`src/rtl/sub_serial_8_pkg.sv`:
```
// Shared definitions for the bit-serial subtractor.
//   DATA_W    : default operand/result width
//   state_e   : controller state encoding (IDLE/SHIFT/DONE)
//   cnt_width : width of the step counter for a given operand size
package sub_serial_8_pkg;

  localparam int DATA_W = 8;

  typedef enum logic [1:0] {
    ST_IDLE  = 2'd0,
    ST_SHIFT = 2'd1,
    ST_DONE  = 2'd2
  } state_e;

  // Counter must hold 0..SIZE-1; guard keeps it at least one bit wide.
  function automatic int cnt_width(input int size);
    return (size > 1) ? $clog2(size) : 1;
  endfunction

endpackage

```
`src/rtl/sub_serial_8_full_subtractor.sv`:
```
// One-bit full subtractor cell: d = x - y - bin, with borrow out.
//   x, y : operand bits
//   bin  : borrow in
//   d    : difference bit
//   bout : borrow out
module sub_serial_8_full_subtractor (
  input  logic x,
  input  logic y,
  input  logic bin,
  output logic d,
  output logic bout
);

  assign d    = x ^ y ^ bin;
  assign bout = (~x & y) | (~(x ^ y) & bin);

endmodule

```
`src/rtl/sub_serial_8.sv`:
```
// Bit-serial subtractor r = a - b, one bit per clock, LSB first.
//   clk, rst_n : clock, async active-low reset
//   start      : request, sampled in IDLE only
//   a, b       : minuend / subtrahend, latched on the accepted start
//   busy       : high while shifting
//   done       : one-cycle completion pulse
//   r          : difference mod 2^SIZE (held until next completion)
//   bo, z, v   : borrow out, zero, signed overflow (held likewise)
module sub_serial_8
  import sub_serial_8_pkg::*;
#(
  parameter int SIZE = DATA_W
) (
  input  logic            clk,
  input  logic            rst_n,
  input  logic            start,
  input  logic [SIZE-1:0] a,
  input  logic [SIZE-1:0] b,
  output logic            busy,
  output logic            done,
  output logic [SIZE-1:0] r,
  output logic            bo,
  output logic            z,
  output logic            v
);

  localparam int CNT_W = cnt_width(SIZE);
  localparam logic [CNT_W-1:0] CNT_LAST = CNT_W'(SIZE - 1);

  state_e            state_q, state_d;
  logic [SIZE-1:0]   a_sh_q, a_sh_d;
  logic [SIZE-1:0]   b_sh_q, b_sh_d;
  logic [SIZE-1:0]   res_sh_q, res_sh_d;
  logic              borrow_q, borrow_d;
  logic [CNT_W-1:0]  cnt_q, cnt_d;
  logic              busy_q, busy_d;
  logic              done_q, done_d;
  logic [SIZE-1:0]   r_q, r_d;
  logic              bo_q, bo_d;
  logic              z_q, z_d;
  logic              v_q, v_d;

  logic              fs_x, fs_y, fs_d, fs_bout;
  logic [SIZE-1:0]   res_next;

  assign fs_x = a_sh_q[0];
  assign fs_y = b_sh_q[0];

  sub_serial_8_full_subtractor u_full_subtractor (
    .x    (fs_x),
    .y    (fs_y),
    .bin  (borrow_q),
    .d    (fs_d),
    .bout (fs_bout)
  );

  // Result fills from the top so that after SIZE steps bit 0 is the LSB.
  assign res_next = {fs_d, res_sh_q[SIZE-1:1]};

  always_comb begin
    state_d  = state_q;
    a_sh_d   = a_sh_q;
    b_sh_d   = b_sh_q;
    res_sh_d = res_sh_q;
    borrow_d = borrow_q;
    cnt_d    = cnt_q;
    r_d      = r_q;
    bo_d     = bo_q;
    z_d      = z_q;
    v_d      = v_q;
    case (state_q)
      ST_IDLE: begin
        if (start) begin
          a_sh_d   = a;
          b_sh_d   = b;
          res_sh_d = '0;
          borrow_d = 1'b0;
          cnt_d    = '0;
          state_d  = ST_SHIFT;
        end
      end
      ST_SHIFT: begin
        a_sh_d   = a_sh_q >> 1;
        b_sh_d   = b_sh_q >> 1;
        res_sh_d = res_next;
        borrow_d = fs_bout;
        cnt_d    = cnt_q + 1'b1;
        if (cnt_q == CNT_LAST) begin
          state_d = ST_DONE;
          r_d     = res_next;
          bo_d    = fs_bout;
          z_d     = (res_next == '0);
          // On the last step x/y are the original sign bits and fs_d is r's MSB.
          v_d     = (fs_x ^ fs_y) & (fs_d ^ fs_x);
        end
      end
      ST_DONE: state_d = ST_IDLE;
      default: state_d = ST_IDLE;
    endcase
    busy_d = (state_d == ST_SHIFT);
    done_d = (state_d == ST_DONE);
  end

  always_ff @(posedge clk or negedge rst_n) begin
    if (!rst_n) begin
      state_q  <= ST_IDLE;
      a_sh_q   <= '0;
      b_sh_q   <= '0;
      res_sh_q <= '0;
      borrow_q <= 1'b0;
      cnt_q    <= '0;
      busy_q   <= 1'b0;
      done_q   <= 1'b0;
      r_q      <= '0;
      bo_q     <= 1'b0;
      z_q      <= 1'b0;
      v_q      <= 1'b0;
    end else begin
      state_q  <= state_d;
      a_sh_q   <= a_sh_d;
      b_sh_q   <= b_sh_d;
      res_sh_q <= res_sh_d;
      borrow_q <= borrow_d;
      cnt_q    <= cnt_d;
      busy_q   <= busy_d;
      done_q   <= done_d;
      r_q      <= r_d;
      bo_q     <= bo_d;
      z_q      <= z_d;
      v_q      <= v_d;
    end
  end

  assign busy = busy_q;
  assign done = done_q;
  assign r    = r_q;
  assign bo   = bo_q;
  assign z    = z_q;
  assign v    = v_q;

endmodule
```
`config.mk`:
```
export PLATFORM = sky130hd
export DESIGN_NAME = sub_serial_8
export DESIGN_NICKNAME = d
export VERILOG_FILES = /design/src/rtl/sub_serial_8_pkg.sv /design/src/rtl/sub_serial_8_full_subtractor.sv /design/src/rtl/sub_serial_8.sv
export SDC_FILE = /design/constraint.sdc
export NUM_CORES = 1
export LEC_CHECK = 0
export BUFFER_PORTS_ARGS = -buffer_cell sky130_fd_sc_hd__buf_2
export CAP_MARGIN = 20
export CORE_MARGIN = 2
export CORE_UTILIZATION = 45
export CTS_CLUSTER_DIAMETER = 60
export DETAILED_ROUTE_END_ITERATION = 12
export GPL_ROUTABILITY_DRIVEN = 0
export PLACE_DENSITY_LB_ADDON = 0.15
export SETUP_SLACK_MARGIN = 0.02
export SYNTH_ARGS = -nofsm -noshare
export SYNTH_HDL_FRONTEND = slang
export SYNTH_SLANG_ARGS = --single-unit
```
`constraint.sdc`:
```
create_clock -name clk -period 1.7 [get_ports clk]
set_input_delay 0.085 -clock clk [delete_from_list [all_inputs] [get_ports clk]]
set_output_delay 0.085 -clock clk [all_outputs]
set_load 0.02 [all_outputs]
```
==> impl_metrics.env <==
export IMPL_dieHeight_um=67.17
export IMPL_ys_types=23
export IMPL_fillers=348
export IMPL_slew_headroom_pct=65.53
export IMPL_worstPathArrival_ps=1760
export IMPL_drive_above_1_share_pct=30.11
export IMPL_gr_usage_all_layers_pct=17.53
export IMPL_setup_violations=0
export IMPL_routed_wirelength_um=3347
export IMPL_post_route_min_period_ps=1534
export IMPL_cts_hold_buffers=1
export IMPL_cts_buffers_inserted=5
export IMPL_htreeDepth=2
export IMPL_nets=208
export IMPL_cp_cell_sequence="inv_1 > fa_1 > nor4_1 > nand2_1 > o21ai_0"
export IMPL_synthTopCellsByArea="dfrtp_1 59%, a22oi_1 5.9%, o21ai_0 4.7%"
export IMPL_hold_viol=0
export IMPL_grt_pass1_wl_um=5809
export IMPL_syn_num_nets=172
export IMPL_max_cap_violations=0
export IMPL_first_pass_iters=4
export IMPL_drtAntennaViolNets=0
export IMPL_min_period_over_period_pct=90.21
export IMPL_fin_util_pct=55.75
export IMPL_fin_worst_skew_ps=7.014
export IMPL_dr_total_vias=1218
export IMPL_ir_worst_vdd_mv=0.7463
export IMPL_yosysWarningCount=0
export IMPL_avgSynthCellArea_um2=12.05
export IMPL_hpwl_um=2247
export IMPL_grt_pass1_vias=1242
export IMPL_syn_cell_area_um2=1795
export IMPL_overflow=0
export IMPL_power_w=0.003692
export IMPL_antenna_found_initial=0
export IMPL_ctsResizeCount=0
export IMPL_cp_max_fo=4
export IMPL_grt_max_degree=43
export IMPL_die_w_um=67.17
export IMPL_synth_seq_area_share_pct=58.54
export IMPL_worstSetupStartpointType="flip-flop"
export IMPL_seqCellArea_um2=1051
export IMPL_yosysTopAreaCell="dfrtp_1"
export IMPL_layout_commonest_cell="dfrtp_1"
export IMPL_worstMarginPinSlew_ps=517.1
export IMPL_leakage_nw=1.011
export IMPL_status="complete, no violations"
export IMPL_die_area_um2=4511
export IMPL_clock_path_buffers=2
export IMPL_critical_path_max_stage_delay_ps=530
export IMPL_post_cts_buffers=0
export IMPL_portBuffers=31
export IMPL_core_area_um2=3744
export IMPL_required_ps=1930
export IMPL_drtIter0Drc=93
export IMPL_clkTransAtPathRegs_ps=80
export IMPL_crit_buf_inv=1
export IMPL_critical_path_class="reg -> reg"
export IMPL_finalSetupTns_ps=0
export IMPL_critPathSlowestCell="fa_1"
export IMPL_wl_per_cell_um=14.30
export IMPL_multi_input_area_um2=648.1
export IMPL_hold_class="in -> reg"
export IMPL_start_util_pct=47.96
export IMPL_cts_sinks=42
export IMPL_grt_setup_unrepaired="false"
export IMPL_antenna_cells=0
export IMPL_row_count=22
export IMPL_synth_seq_cells=42
export IMPL_postSynthCellCount=149
export IMPL_viasPerCell=5.205
export IMPL_endpoint_kind="flip-flop"
export IMPL_ios=32
export IMPL_area_growth_pct=16.24
export IMPL_cts_root_buffer="clkbuf_8"
export IMPL_path_delay_family="adder cells"
export IMPL_cts_tree="done"
export IMPL_p_per_area_nw_per_um2=1769
export IMPL_synth_top_cell_area_share_pct=58.54
export IMPL_timing_fmax_mhz=652.1
export IMPL_final_cell_mix="42 x dfrtp_1, 31 x buf_2, 22 x nand2_1, 17 x o21ai_0, 14 x a22oi_1"
export IMPL_clk_insertion_delay_late_ps=300
export IMPL_drv_slew=0
export IMPL_drcViolationCount=0
flip-flops by register name, summed over array words and instances, names as in the netlist, 2 cells and up:
signal and count:
res_sh_q 7, r 8, b_sh_q 8, cnt_q 3
a_sh_q 8, state_q 2
cell type report:
type                       count  area share, %
sequential                    42          50.36
multi-input combinational     92          31.06
timing repair buffer          38          10.07
clock buffer                   6          3.957
tap                           48          2.878
inverter                       6          1.079
clock inverter                 2         0.5995
cells in the mapped netlist:
cell type and instances:
dfrtp_1 42, nand2_1 22, o21ai_0 17, a22oi_1 14, a22o_1 9, inv_1 6
mux2_2 6, a21oi_1 4, buf_6 4, nor2b_1 4, ha_1 3, o21ai_1 3
buf_2 2, buf_4 2, mux2_4 2, nor4_1 2, clkbuf_1 1, fa_1 1
nand3b_4 1, nor2b_4 1, o21bai_4 1, o31ai_1 1, xnor2_1 1
logic make-up after synthesis:
family | share of synthesized area (%)
AOI/OAI and AO/OA | 18.40
and+or+nand+nor | 8.571
adders and majority gates | 3.206
muxes | 5.435
DFF | 58.54
buffers and inverters | 5.365
xor gates and xnor gates | 0.4879
worst paths after layout:
kind                                   to  slack (ps)  startpoint  cells past startpoint
worst max register to register          z         170   b_sh_q[0]                      5
worst max-delay path                    z         170   b_sh_q[0]                      5
max in group asynchronous       b_sh_q[7]         970       rst_n                      3
worst min-delay path            b_sh_q[6]          70        b[6]                      3
min in group asynchronous               v         380       rst_n                      3
worst min register to register   borrow_q         480    borrow_q                      2
power breakdown:
part | leakage [nW] | internal [W] | total, W | switching, W
Sequential | 0.542 | 0.00139 | 0.00166 | 0.000264
Clock | 0.0472 | 0.000326 | 0.000665 | 0.000339
Combinational | 0.422 | 0.000637 | 0.00137 | 0.000732
Total | 1.01 | 0.00236 | 0.00369 | 0.00133
worst register-to-register path: stages, from the launching register on:
cell,delay (ps)
dfrtp_1,380
inv_1,70
fa_1,530
nor4_1,280
nand2_1,70
o21ai_0,140
metrics by stage:
| step | instance area (um2) | hold slack [ps] | std cells | setup WS (ps) |
|---|---|---|---|---|
| finish | 2087 | 65.75 | 234 | 166.5 |
| global route | 2087 | 98.60 | 234 | 34.61 |
| CTS | 2087 | 61.53 | 234 | 152.4 |
| detailed placement | 1982 | 182.7 | 225 | 127.5 |
| global placement | 1982 | 171.2 | 225 | 208.0 |
| floorplan | 1795 | -210.6 | 149 | 240.9 |
routing by layer:
layer	share of wire, %	global-route usage, %
met5	0	0
met1	47	23.43
met2	47	26.11
met3	4.3	5.833
met4	1.7	7.653
Power figures use the tool's default switching activity.
